<file path="src/rtl/lif_pkg.sv">
// Shared definitions for the LIF neuron datapath: default widths, decoder FSM states
// and the saturation helper.
package lif_pkg;

  localparam int unsigned DefWindowW = 10;
  localparam int unsigned DefCntW    = 8;
  localparam int unsigned DefIsiW    = 8;

  typedef enum logic [0:0] {
    StIdle,
    StCount
  } state_e;

  // All-ones value of a w-bit counter.
  function automatic int unsigned sat_max(input int unsigned w);
    return (w >= 32) ? 32'hFFFF_FFFF : ((32'd1 << w) - 32'd1);
  endfunction

endpackage

</file>
<file path="src/rtl/sat_counter.sv">
// Saturating up-counter with synchronous load and clear; load has priority over clear,
// and clear has priority over increment.
module sat_counter
  import lif_pkg::*;
#(
  parameter int unsigned W = 8
) (
  input  logic         clk,
  input  logic         rst_n,
  input  logic         clr,
  input  logic         load,
  input  logic [W-1:0] load_val,
  input  logic         inc,
  output logic [W-1:0] count
);

  localparam logic [W-1:0] Max = W'(sat_max(W));

  logic [W-1:0] count_q, count_d;

  always_comb begin
    count_d = count_q;
    if (load) begin
      count_d = load_val;
    end else if (clr) begin
      count_d = '0;
    end else if (inc && (count_q != Max)) begin
      count_d = count_q + W'(1);
    end
  end

  always_ff @(posedge clk) begin
    if (!rst_n) begin
      count_q <= '0;
    end else begin
      count_q <= count_d;
    end
  end

  assign count = count_q;

endmodule

</file>
<file path="src/rtl/spike_rate_decoder.sv">
// Spike-to-value decoder: counts spikes per programmable window, tracks the latest
// inter-spike interval and offers {rate, isi} through a one-entry valid/ready register.
module spike_rate_decoder
  import lif_pkg::*;
#(
  parameter int unsigned WINDOW_W = DefWindowW,
  parameter int unsigned CNT_W    = DefCntW,
  parameter int unsigned ISI_W    = DefIsiW
) (
  input  logic                clk,
  input  logic                rst_n,
  input  logic                enable,
  input  logic                spike_in,
  input  logic [WINDOW_W-1:0] window_len,
  output logic [CNT_W-1:0]    rate_out,
  output logic [ISI_W-1:0]    isi_out,
  output logic                out_valid,
  input  logic                out_ready,
  output logic                overrun
);

  localparam logic [CNT_W-1:0] CntMax = CNT_W'(sat_max(CNT_W));

  state_e              state_q, state_d;
  logic [WINDOW_W-1:0] win_ctr_q, win_ctr_d, win_len_eff;
  logic                win_start, win_end;

  logic [CNT_W-1:0]    spike_cnt, rate_final;
  logic [ISI_W-1:0]    isi_ctr, isi_final;
  logic [ISI_W-1:0]    isi_last_q, isi_last_d;
  logic                seen_q, seen_d, isi_spike;

  logic [CNT_W-1:0]    rate_q, rate_d;
  logic [ISI_W-1:0]    isi_q, isi_d;
  logic                valid_q, valid_d;
  logic                ovr_q, ovr_d;

  assign win_len_eff = (window_len == '0) ? WINDOW_W'(1) : window_len;

  // Window FSM; a finishing window restarts immediately with a fresh length.
  always_comb begin
    state_d   = state_q;
    win_ctr_d = win_ctr_q;
    win_start = 1'b0;
    win_end   = 1'b0;
    unique case (state_q)
      StIdle: begin
        if (enable) begin
          state_d   = StCount;
          win_start = 1'b1;
          win_ctr_d = win_len_eff;
        end
      end
      StCount: begin
        if (!enable) begin
          state_d = StIdle;
        end else if (win_ctr_q == WINDOW_W'(1)) begin
          win_end   = 1'b1;
          win_start = 1'b1;
          win_ctr_d = win_len_eff;
        end else begin
          win_ctr_d = win_ctr_q - WINDOW_W'(1);
        end
      end
      default: state_d = StIdle;
    endcase
  end

  sat_counter #(
    .W(CNT_W)
  ) u_spike_cnt (
    .clk      (clk),
    .rst_n    (rst_n),
    .clr      (win_start),
    .load     (1'b0),
    .load_val ('0),
    .inc      ((state_q == StCount) && spike_in),
    .count    (spike_cnt)
  );

  sat_counter #(
    .W(ISI_W)
  ) u_isi_ctr (
    .clk      (clk),
    .rst_n    (rst_n),
    .clr      (!enable),
    .load     (enable && spike_in),
    .load_val (ISI_W'(1)),
    .inc      (enable && seen_q),
    .count    (isi_ctr)
  );

  // Results include the spike of the last window cycle itself.
  assign rate_final = (spike_in && (spike_cnt != CntMax)) ? spike_cnt + CNT_W'(1) : spike_cnt;
  assign isi_spike  = enable && spike_in && seen_q;
  assign isi_final  = isi_spike ? isi_ctr : isi_last_q;

  always_comb begin
    isi_last_d = enable ? isi_final : '0;
    seen_d     = enable && (seen_q || spike_in);
  end

  always_comb begin
    valid_d = valid_q;
    rate_d  = rate_q;
    isi_d   = isi_q;
    ovr_d   = ovr_q;
    if (valid_q && out_ready) begin
      valid_d = 1'b0;
    end
    if (win_end) begin
      if (!valid_q || out_ready) begin
        valid_d = 1'b1;
        rate_d  = rate_final;
        isi_d   = isi_final;
      end else begin
        ovr_d = 1'b1;
      end
    end
    if (!enable) begin
      ovr_d = 1'b0;
    end
  end

  always_ff @(posedge clk) begin
    if (!rst_n) begin
      state_q    <= StIdle;
      win_ctr_q  <= '0;
      isi_last_q <= '0;
      seen_q     <= 1'b0;
      rate_q     <= '0;
      isi_q      <= '0;
      valid_q    <= 1'b0;
      ovr_q      <= 1'b0;
    end else begin
      state_q    <= state_d;
      win_ctr_q  <= win_ctr_d;
      isi_last_q <= isi_last_d;
      seen_q     <= seen_d;
      rate_q     <= rate_d;
      isi_q      <= isi_d;
      valid_q    <= valid_d;
      ovr_q      <= ovr_d;
    end
  end

  assign rate_out  = rate_q;
  assign isi_out   = isi_q;
  assign out_valid = valid_q;
  assign overrun   = ovr_q;

endmodule
</file>
<file path="config.mk">
export PLATFORM = sky130hd
export DESIGN_NAME = spike_rate_decoder
export DESIGN_NICKNAME = d
export VERILOG_FILES = /design/src/rtl/lif_pkg.sv /design/src/rtl/sat_counter.sv /design/src/rtl/spike_rate_decoder.sv
export SDC_FILE = /design/constraint.sdc
export NUM_CORES = 1
export LEC_CHECK = 0
export CORE_MARGIN = 1
export CORE_UTILIZATION = 43
export CTS_BUF_LIST = sky130_fd_sc_hd__clkbuf_8
export DETAILED_ROUTE_END_ITERATION = 16
export GPL_TIMING_DRIVEN = 0
export SETUP_SLACK_MARGIN = 0.2
export SLEW_MARGIN = 20
export SYNTH_ARGS = -nofsm -noshare
export SYNTH_HDL_FRONTEND = slang
export SYNTH_SLANG_ARGS = --single-unit
</file>
<file path="constraint.sdc">
create_clock -name clk -period 3.5 [get_ports clk]
set_clock_uncertainty 0.15 [all_clocks]
set_input_delay 0.875 -clock clk [delete_from_list [all_inputs] [get_ports clk]]
set_output_delay 0.875 -clock clk [all_outputs]
set_load 0.005 [all_outputs]
</file>
==> summary.md, run 1 <==
| Metric | Value |
|---|---|
| Power Density | `roughly 370 nW/um^2` |
| Worst-path fanout max | `10` |
| Post-Place Setup Slack | `0.362 ns` |
| Flop2flop setup slack | `approximately 1.3 ns` |
| Resize count post-CTS | `0` |
| WP data required | `3.56 ns` |
| Initial antenna violation count | `0` |
| Synth top area share | `0.422` |
| Vias in the first global route | `around 2000` |
| Minimum clock period | `2.76 ns` |
| Synth Register Bits | `54` |
| CTS sink cnt | `between 50 and 60` |
| Slew headroom | `0.654` |
| Post-synth top area cell | `dfxtp_1` |
| Synth Cell Area | `between 2000 and 3000 sq um` |
| Starting Density | `0.457` |
| Die footprint | `between 6000 and 7000 sq um` |
| Most used DFF post-synth | `dfxtp_1` |
| Post-synthesis compound-gate area fraction | `0.205` |
| Min-Delay Path Class | `register to register` |
| Reg2Reg Launch Point | `win_ctr_q[0]` |
| Hold Startpoint | `rate_out[5]` |
| CTS tree | `built` |
| Largest family of logic cells by synthesized area | `simple AND/OR/NAND/NOR gates` |
| DR DRC count | `0` |
| Clk_lat worst skew | `0.31 ns` |
| Ys async rst share | `0` |
| Cell family with most CP delay | `buffers and inverters` |
| Row cnt | `27` |
| Status | `finished, final reports clean` |
| Grt total ovfl | `0` |
| Worst path buffer plus inverter count | `2` |
| Post-route ant nets | `0` |
| Total Neg Setup Slack | `0 ns` |
| Chip width | `about 80 um` |
| 1st-iter DRT viols | `118` |
| Reg-to-reg critical path endpoint | `isi_out[1]` |
| P&R area growth vs syn | `19.7%` |
| Root Driver | `clkbuf_8` |
| DR WL/cell | `14.7 um` |
| CTS clock-pin slew for the worst setup and hold paths | `0.10 ns` |
| H-tree Lvls | `2` |
| FILL cells | `546` |
| Crit. Startpoint | `enable` |
| Largest net degree at the start of global routing | `17` |
| IO buf count | `32` |
| Routed via count | `between 2000 and 2500` |
| WP data arrival | `2.83 ns` |
| Total global-route track usage | `0.202` |
| Most common cell after layout, fill and taps aside | `dfxtp_1` |
| Syn nets | `310` |
| Hold buffer count at cts | `0` |
| GPL Wtd Cong | `0.839` |
| Adder-Cell Fraction of Synth Area | `0.0195` |
| Commonest cells after routing, fill and taps aside | `dfxtp_1 (54), nor2_1 (36), clkdlybuf4s50_1 (32), nand2_1 (30), o21ai_0 (18)` |
| Max-cap viol count | `0` |
| Synth Area in Simple Gates | `0.217` |
| Post-Synth XOR/XNOR Area | `0.0581` |
| RSZ-0062 raised after global routing | `false` |
| Share of post-route cells with drive strength above 1 | `0.0634` |
| Crit end category | `register` |
| Hold Fails Final Rpt | `0` |
| Mux cell area share after synthesis | `0.0430` |
| Yosys warns | `0` |
| Worst setup SP type | `input port` |
| Slowest cell on crit path | `nand3_1` |
| Synthesized area per cell | `8.81 sq um` |
| Worst Setup Path Type | `input port to register` |
| Fin nets | `roughly 350` |
| Number of synthesized flops with an enable pin | `0` |
| IO Pins | `33` |
| Final wirelength | `5.91 mm` |
| Post-CTS Setup Repair Bufs | `0` |
| Cells on worst reg2reg path | `7` |
| Post-DP HPWL | `4.32 mm` |
| CTS max path bufs | `2` |
| Critical path, cell by cell | `clkdlybuf4s50_1 > clkbuf_1 > nand3_1 > mux2i_1 > nand2_1 > o211a_1` |
| Max IR drop VDD | `0.197 mV` |
| Yosys cell types | `53` |
| Final WS setup | `0.736 ns` |
| Seq/Total Area, Yosys | `0.422` |
| Slew @ Worst Pin | `between 0.5 and 0.6 ns` |
| Cells after Synth | `roughly 290` |
| Leakage | `around 1.2 nW` |
| Via-per-instance ratio | `5.57` |
| Worst path max stage delay | `0.49 ns` |
| CTS Buf Count | `5` |
| Hold path depth | `2` |
| First-pass GRT wire length | `a little under 10 mm` |
| Chip height | `79.2 um` |
| Period utilization | `0.790` |
| CORE AREA | `5610 sq um` |
| FMAX | `362 MHz` |
| Worst Hold End | `rate_out[5]` |
| Leading post-synthesis cells by cell area | `dfxtp_1 (42%), nor2_1 (5.3%), xor2_1 (4.4%)` |
| Final setup viols | `0` |
| Max Transition Viols Final | `0` |
| Total power | `roughly 1.1 mW` |
| First-pass DRT Iterations | `4` |
| Antenna Cells | `0` |
[kinds of logic (layout without fill, tap and decap cells)]
family          Yosys count  in the layout
compound gates           71             71
xor+xnor                 17             17
fa+ha+maj                 4              4
buf+inv                  21             61
flops                    54             54
mux                      11             11
simple gates            113            113
[synthesized netlist by cell type (2+ instances only)]
| cell | number |
|---|---|
| dfxtp_1 | 54 |
| nor2_1 | 36 |
| nand2_1 | 30 |
| o21ai_0 | 18 |
| nand3_1 | 14 |
| xor2_1 | 13 |
| a21oi_1 | 11 |
| mux2i_1 | 11 |
| clkbuf_1 | 10 |
| o211a_1 | 9 |
| nand4_1 | 8 |
| inv_1 | 7 |
| a31oi_1 | 5 |
| nor3_1 | 5 |
| a21boi_0 | 4 |
| ha_1 | 4 |
| xnor2_1 | 4 |
| nand2b_1 | 3 |
| o211ai_1 | 3 |
| a21o_1 | 2 |
| a32oi_1 | 2 |
| a41oi_1 | 2 |
| and3_1 | 2 |
| buf_2 | 2 |
| nor2b_1 | 2 |
| nor4_1 | 2 |
| or4_1 | 2 |
[power breakdown]
part	switching (mW)	internal, mW	leakage [nW]
clock	0.205	0.161	0.0530
combinational	0.0759	0.0598	0.754
sequential	0.0184	0.627	0.438
[tightest hold or removal path, cell delays in order, from the launching register on]
cell and delay [ns]:
dfxtp_1 0.32, nand3_1 0.06, o21ai_1 0.05
[through the flow]
stage / util / instance area [sq um] / instances / hold WS, ns
final: 0.547 / 3070 / 403 / 0.311
after CTS: 0.547 / 3070 / 403 / 0.315
after global placement: 0.530 / 2970 / 395 / 0.301
after global routing: 0.547 / 3070 / 403 / 0.325
after detailed placement: 0.530 / 2970 / 395 / 0.301
after floorplan: - / 2560 / 291 / 0.303
[how the worst max path moves through the flow]
stage                               to  cells after the start
after CTS                   isi_out[7]                      6
after floorplan           win_ctr_q[6]                      4
after global placement      isi_out[5]                      6
final                       isi_out[3]                      6
after global routing        isi_out[3]                      6
after detailed placement    isi_out[5]                      6
[state kept, by name, indices dropped and copies added, names as in the netlist, 8 cells and up]
register and count:
rate_out 8, u_spike_cnt.count 8, isi_last_q 8, win_ctr_q 10, u_isi_ctr.count 8, isi_out 8
[layer usage]
metal  vias up  routed length, um  track usage
li1       1128                  -            -
met1      1050               2840        0.264
met2        62               2750        0.333
met3         5                277       0.0379
met4         0                 40       0.0655
met5         -                  0            0
[cell type report]
type                       instances  area, sq um  area share
multi-input combinational        216         1390       0.453
sequential                        54         1080       0.352
timing repair buffer              32          320       0.104
tap                               72         90.1      0.0294
clock buffer                       6         82.6      0.0269
buffer                            14         66.3      0.0216
inverter                           7         26.3     0.00856
clock inverter                     2         12.5     0.00408
Power figures use the tool's default switching activity.
==> inputs of run 2 (changes only) <==
- clock period: 3.5 -> 2.63 ns (I/O delays scaled with it)
==> run 2 against run 1 <==
  * Count of clock-buffer cells in the layout stayed put
  * Via count hardly changed
  * Cell area is 0.45% higher
  * Non-clock buffer count stayed put
  * Sequential power is 33% higher
  * Combinational power is 33% higher
  * Global-route usage hardly changed
  * Power is 33% higher
  * Flip-flop and latch count stayed put
  * Routed wire length is 0.37% lower
  * Cell count stayed put
  * Critical path type unchanged
  * Largest power group unchanged
==> summary.md, run 2 (same netlist as run 1, synthesis figures left out) <==
| Metric | Value |
|---|---|
| Status | `finished, final reports clean` |
| Post-DP HPWL | `4.32 mm (unchanged)` |
| WP data required | `2.69 ns (-0.87 ns)` |
| GPL Wtd Cong | `0.839 (unchanged)` |
| P&R area growth vs syn | `20.3%` |
| Critical path, cell by cell | `clkdlybuf4s50_1 > or4_1 > o41ai_2 > o221ai_2 > o211a_1` |
| Max FFs per register | `10 (unchanged)` |
| Largest net degree at the start of global routing | `17 (unchanged)` |
| Cell count along the critical path | `5 (-1)` |
| Min-Delay Path Class | `register to register` |
| Slew @ Worst Pin | `0.517 ns (+0.00372 ns)` |
| Post-Place Setup Slack | `-0.290 ns (-0.652 ns)` |
| Max IR drop VDD | `0.260 mV (+32%)` |
| Routed via count | `2247 (+0.089%)` |
| Max Transition Viols Final | `0 (unchanged)` |
| DR DRC count | `0 (unchanged)` |
| Post-layout instance count excluding filler cells | `403 (unchanged)` |
| Total power | `1.53 mW (+33%)` |
| Cells on worst reg2reg path | `7 (unchanged)` |
| Worst path buffer plus inverter count | `1 (-1)` |
| Cell family with most CP delay | `compound AO/OA/AOI/OAI gates` |
| CORE AREA | `5610 sq um (unchanged)` |
| IO Pins | `33 (unchanged)` |
| Final setup viols | `0 (unchanged)` |
| Die footprint | `6270 sq um (unchanged)` |
| Post-route ant nets | `0 (unchanged)` |
| Period utilization | `0.863` |
| Fin nets | `349 (unchanged)` |
| Crit. Startpoint | `window_len[7]` |
| Leakage | `1.25 nW (+0.31%)` |
| First-pass DRT Iterations | `4 (unchanged)` |
| H-tree Lvls | `2 (unchanged)` |
| Final wirelength | `5.88 mm (-0.37%)` |
| Worst path max stage delay | `0.54 ns (+0.05 ns)` |
| 1st-iter DRT viols | `121 (+2.5%)` |
| RSZ-0062 raised after global routing | `false` |
| CTS Buf Count | `5 (unchanged)` |
| Util after Layout | `0.550 (+0.00245)` |
| Reg2Reg Launch Point | `win_ctr_q[0]` |
| Commonest cells after routing, fill and taps aside | `dfxtp_1 (54), nor2_1 (36), clkdlybuf4s50_1 (32), nand2_1 (30), o21ai_0 (18)` |
| FMAX | `around 440 MHz` |
| Setup crit end | `win_ctr_q[6]` |
| CTS tree | `built` |
| Flop2flop setup slack | `0.41 ns (-0.86 ns)` |
| Total global-route track usage | `0.202 (+0.000244)` |
| Share of post-route cells with drive strength above 1 | `0.0725 (+0.00906)` |
| Row cnt | `27 (unchanged)` |
| Starting Density | `0.457 (unchanged)` |
| Via-per-instance ratio | `5.58 (about the same)` |
| Reg-to-reg critical path endpoint | `isi_out[1]` |
| CTS max path bufs | `2 (unchanged)` |
| Final WS setup | `0.361 ns (-0.374 ns)` |
| Initial antenna violation count | `0 (unchanged)` |
| DR WL/cell | `14.6 um (-0.37%)` |
| Max-cap viol count | `0 (unchanged)` |
| Placed cell count | `395 (unchanged)` |
| Hold buffer count at cts | `0 (unchanged)` |
| Vias in the first global route | `2054 (unchanged)` |
| CTS sink cnt | `54 (unchanged)` |
| Slowest cell on crit path | `or4_1` |
| WP data arrival | `2.32 ns (-0.51 ns)` |
| Worst-path fanout max | `2 (-8)` |
| Chip height | `79.2 um (unchanged)` |
| Clk_lat worst skew | `0.31 ns (about the same)` |
| Slew headroom | `0.656 (+0.00202)` |
| Chip width | `79.2 um (unchanged)` |
| Most common cell after layout, fill and taps aside | `dfxtp_1` |
| Worst setup SP type | `input port` |
| Minimum clock period | `2.27 ns` |
| CTS clock-pin slew for the worst setup and hold paths | `0.10 ns (about the same)` |
| Hold Fails Final Rpt | `0 (unchanged)` |
| Power Density | `496 nW/um^2 (+33%)` |
| Grt total ovfl | `0 (unchanged)` |
| IO buf count | `32 (unchanged)` |
| Biggest register | `win_ctr_q` |
| Crit end category | `register` |
| Worst Setup Path Type | `input port to register` |
| Antenna Cells | `0 (unchanged)` |
| First-pass GRT wire length | `9.81 mm (about the same)` |
| Root Driver | `clkbuf_8` |
## run 2: how the worst min path moves through the flow
stage,depth (start not counted),slack (ns),to,startpoint
2_1_floorplan,2,0.30,rate_out[5],rate_out[5]
3_3_place_gp,2,0.30,rate_out[5],rate_out[5]
3_5_place_dp,2,0.30,rate_out[5],rate_out[5]
4_1_cts,2,0.32,rate_out[5],rate_out[5]
5_1_grt,2,0.33,rate_out[5],rate_out[5]
6_report,2,0.31,rate_out[5],rate_out[5]
## run 2: per-stage QoR
step                      cell area, sq um  hold WS, ns  setup TNS, ns
after global routing                  3080        0.325              0
after detailed placement              2970        0.301          -3.67
after global placement                2970        0.301          -3.02
after floorplan                       2560        0.303              0
after CTS                             3070        0.315              0
final                                 3080        0.311              0
## run 2: cell type report
| type | instances | area (sq um) |
|---|---|---|
| buffer | 14 | 67.6 |
| clock buffer | 6 | 82.6 |
| clock inverter | 2 | 12.5 |
| fill | 544 | 2530 |
| inverter | 7 | 26.3 |
| multi-input combinational | 216 | 1400 |
| sequential | 54 | 1080 |
| tap | 72 | 90.1 |
| timing repair buffer | 32 | 320 |
## run 2: power breakdown
part | internal [mW] | total, mW | switching, mW | leakage (nW)
logic | 0.0800 | 0.181 | 0.101 | 0.758
clock network | 0.214 | 0.489 | 0.274 | 0.0530
registers | 0.834 | 0.858 | 0.0246 | 0.438
total | 1.13 | 1.53 | 0.400 | 1.25
## run 2: worst register-to-register path: stages, from the launching register on
cell	delay, ns
dfxtp_1	0.48
ha_1	0.28
nor2b_1	0.23
nand3_1	0.17
nor3_4	0.37
buf_4	0.25
nand2_1	0.07
o211a_1	0.12
## run 2: what timing repair did
item                                    in CTS  in global routing
resized for setup                            1                  3
buffers inserted                             0                  0
endpoints found under the setup margin      12                 20
## run 2: layer usage
| layer | routed length, um | GRT usage | share of wire | vias up |
|---|---|---|---|---|
| met4 | 76 | 0.0655 | 0.013 | 0 |
| met2 | 2730 | 0.333 | 0.46 | 52 |
| met1 | 2840 | 0.265 | 0.48 | 1062 |
| li1 | - | - | - | 1126 |
| met3 | 235 | 0.0379 | 0.040 | 7 |
| met5 | 0 | 0 | 0 | - |
==> inputs of run 3 (changes only) <==
- CELL_PAD_IN_SITES_DETAIL_PLACEMENT: not set -> 1
- CELL_PAD_IN_SITES_GLOBAL_PLACEMENT: not set -> 1
- CORE_UTILIZATION: 43 -> 41
- CTS_BUF_LIST: sky130_fd_sc_hd__clkbuf_8 -> not set
- PLACE_DENSITY_LB_ADDON: not set -> 0.1
==> run 3 against run 2 <==
  * Cell area about the same
  * Sequential share of layout area about the same
  * Clock power up 4.7%
  * Via count up 1.7%
  * Register-to-register slack about the same
  * Critical path type unchanged
==> summary.md, run 3 (same netlist as run 1, synthesis figures left out) <==
| Metric | Value |
|---|---|
| CTS tree | `built` |
| First-pass DRT Iterations | `4 (unchanged)` |
| P&R area growth vs syn | `20.3% (about the same)` |
| Psw | `422 uW (+5.6%)` |
| Power Density | `504 nW/um^2 (+1.6%)` |
| First-pass GRT wire length | `10.7 mm (+8.9%)` |
| Antenna Cells | `0 (unchanged)` |
| GPL Wtd Cong | `0.774 (-7.8%)` |
| Root Driver | `clkbuf_8` |
| Post-DP HPWL | `4.86 mm (+12%)` |
| Share of post-route cells with drive strength above 1 | `0.0725 (unchanged)` |
| Minimum clock period | `2.33 ns (+0.0574 ns)` |
| WP data arrival | `2.38 ns (+0.06 ns)` |
| CTS sink cnt | `54 (unchanged)` |
| Max IR drop VDD | `0.341 mV (+31%)` |
| CTS max path bufs | `2 (unchanged)` |
| H-tree Lvls | `2 (unchanged)` |
| Chip width | `81.1 um (+2.3%)` |
| Status | `finished, final reports clean` |
| Hold Fails Final Rpt | `0 (unchanged)` |
| Via-per-instance ratio | `5.63 (+0.94%)` |
| DR WL/cell | `16.2 um (+11%)` |
| Largest net degree at the start of global routing | `18 (+1)` |
| Total global-route track usage | `0.216 (+0.0137)` |
| IO Pins | `33 (unchanged)` |
| Comb pwr share | `0.118 (about the same)` |
| DR DRC count | `0 (unchanged)` |
| Sequential power share | `0.553 (-0.009)` |
| Final wirelength | `6.59 mm (+12%)` |
| 1st-iter DRT viols | `69 (-43%)` |
| Grt total ovfl | `0 (unchanged)` |
| Post-Layout Inst Area | `3080 sq um (about the same)` |
| RSZ-0062 raised after global routing | `false` |
| Post-CTS Setup Repair Bufs | `0 (unchanged)` |
| Worst Setup Path Type | `input port to register` |
| Clk_lat worst skew | `0.31 ns (about the same)` |
| Total Neg Setup Slack | `0 ns (unchanged)` |
| Post-route ant nets | `0 (unchanged)` |
| Starting Density | `0.428 (-0.0292)` |
| Leakage | `1.25 nW (-0.17%)` |
| IO buf count | `32 (unchanged)` |
| Vias in the first global route | `2150 (+4.7%)` |
| CTS Buf Count | `5 (unchanged)` |
| Crit end category | `register` |
| Routed via count | `2285 (+1.7%)` |
| Slew @ Worst Pin | `0.562 ns (+0.0454 ns)` |
| CTS clock-pin slew for the worst setup and hold paths | `0.10 ns (about the same)` |
| Worst setup SP type | `input port` |
| CORE AREA | `5990 sq um (+6.8%)` |
| Biggest register | `win_ctr_q` |
| Row cnt | `28 (+3.7%)` |
| Period utilization | `0.884 (+0.0218)` |
| Max FFs per register | `10 (unchanged)` |
| Post-DP Area | `2980 sq um (+0.13%)` |
| Worst-path fanout max | `10 (+8)` |
| Max-cap viol count | `0 (unchanged)` |
| Fin Hold WS | `0.323 ns (+0.0120 ns)` |
| Internal | `1.13 mW (+0.29%)` |
| Most common cell after layout, fill and taps aside | `dfxtp_1` |
| Max Transition Viols Final | `0 (unchanged)` |
| FILL cells | `704 (+29%)` |
| Fin nets | `349 (unchanged)` |
| WP data required | `2.69 ns (about the same)` |
| Slew headroom | `0.620 (-0.0352)` |
| Commonest cells after routing, fill and taps aside | `dfxtp_1 (54), nor2_1 (36), clkdlybuf4s50_1 (32), nand2_1 (30), o21ai_0 (18)` |
| Min-Delay Path Class | `register to register` |
| Clk network pwr share | `0.330 (+0.010)` |
| Die footprint | `6570 sq um (+4.8%)` |
| Sw Share | `0.272 (+0.0101)` |
| FMAX | `430 MHz (-2.5%)` |
| Chip height | `81.1 um (+2.3%)` |
| Final setup viols | `0 (unchanged)` |
| Initial antenna violation count | `0 (unchanged)` |
[run 3: cell count changes in the layout (fill, tap and decap cells not counted), sizes merged]
| cell | change |
|---|---|
| inv | -2 |
| clkinv | +2 |
[run 3: routing by layer]
metal,global-route usage,vias up,routed length [um]
met5,0,-,0
met4,0.0589,0,70
met3,0.0360,7,197
met2,0.345,37,3040
met1,0.298,1105,3290
li1,-,1136,-
[run 3: power by group through the flow]
stage,registers (mW),clock network [mW],logic [mW]
global placement,0.876,0,0.180
CTS,0.858,0.528,0.183
finish,0.859,0.512,0.183
detailed placement,0.877,0,0.182
floorplan,0.870,0,0.120
global route,0.861,0.557,0.203
[run 3: worst paths after layout]
| kind | startpoint | slack, ns | endpoint | cells past startpoint |
|---|---|---|---|---|
| max | enable | 0.30 | u_isi_ctr.count[3] | 7 |
| min | rate_out[7] | 0.32 | rate_out[7] | 2 |
| max reg2reg | win_ctr_q[0] | 0.42 | isi_out[3] | 7 |
| min reg2reg | rate_out[7] | 0.32 | rate_out[7] | 2 |
[run 3: critical path, cell delays in order]
cell and delay, ns:
clkdlybuf4s50_1 0.49, clkbuf_2 0.26, nand2_1 0.09, a41oi_1 0.46
nand4_1 0.20, xor2_1 0.17, nor2_1 0.05
[run 3: what timing repair did]
action | in CTS | in global routing
endpoints found under the setup margin | 21 | 0
hold buffers | 0 | 0
gates resized for setup | 2 | 0
[run 3: layout make-up]
class,count,area (sq um),area share
Timing Repair Buffer,32,320,0.104
Buffer,14,67.6,0.0219
Multi-Input combinational cell,216,1390,0.452
Sequential cell,54,1080,0.351
Clock buffer,6,82.6,0.0268
Inverter,7,26.3,0.00852
Tap cell,75,93.8,0.0304
Clock inverter,2,17.5,0.00568
[run 3: per-stage QoR]
| stage | util | cells | power (mW) | setup slack (ns) |
|---|---|---|---|---|
| floorplan | - | 291 | 0.990 | 0.603 |
| global route | 0.515 | 406 | 1.62 | 0.226 |
| CTS | 0.515 | 406 | 1.57 | 0.320 |
| detailed placement | 0.497 | 398 | 1.06 | -0.306 |
| global placement | 0.497 | 398 | 1.06 | -0.303 |
| finish | 0.515 | 406 | 1.55 | 0.304 |
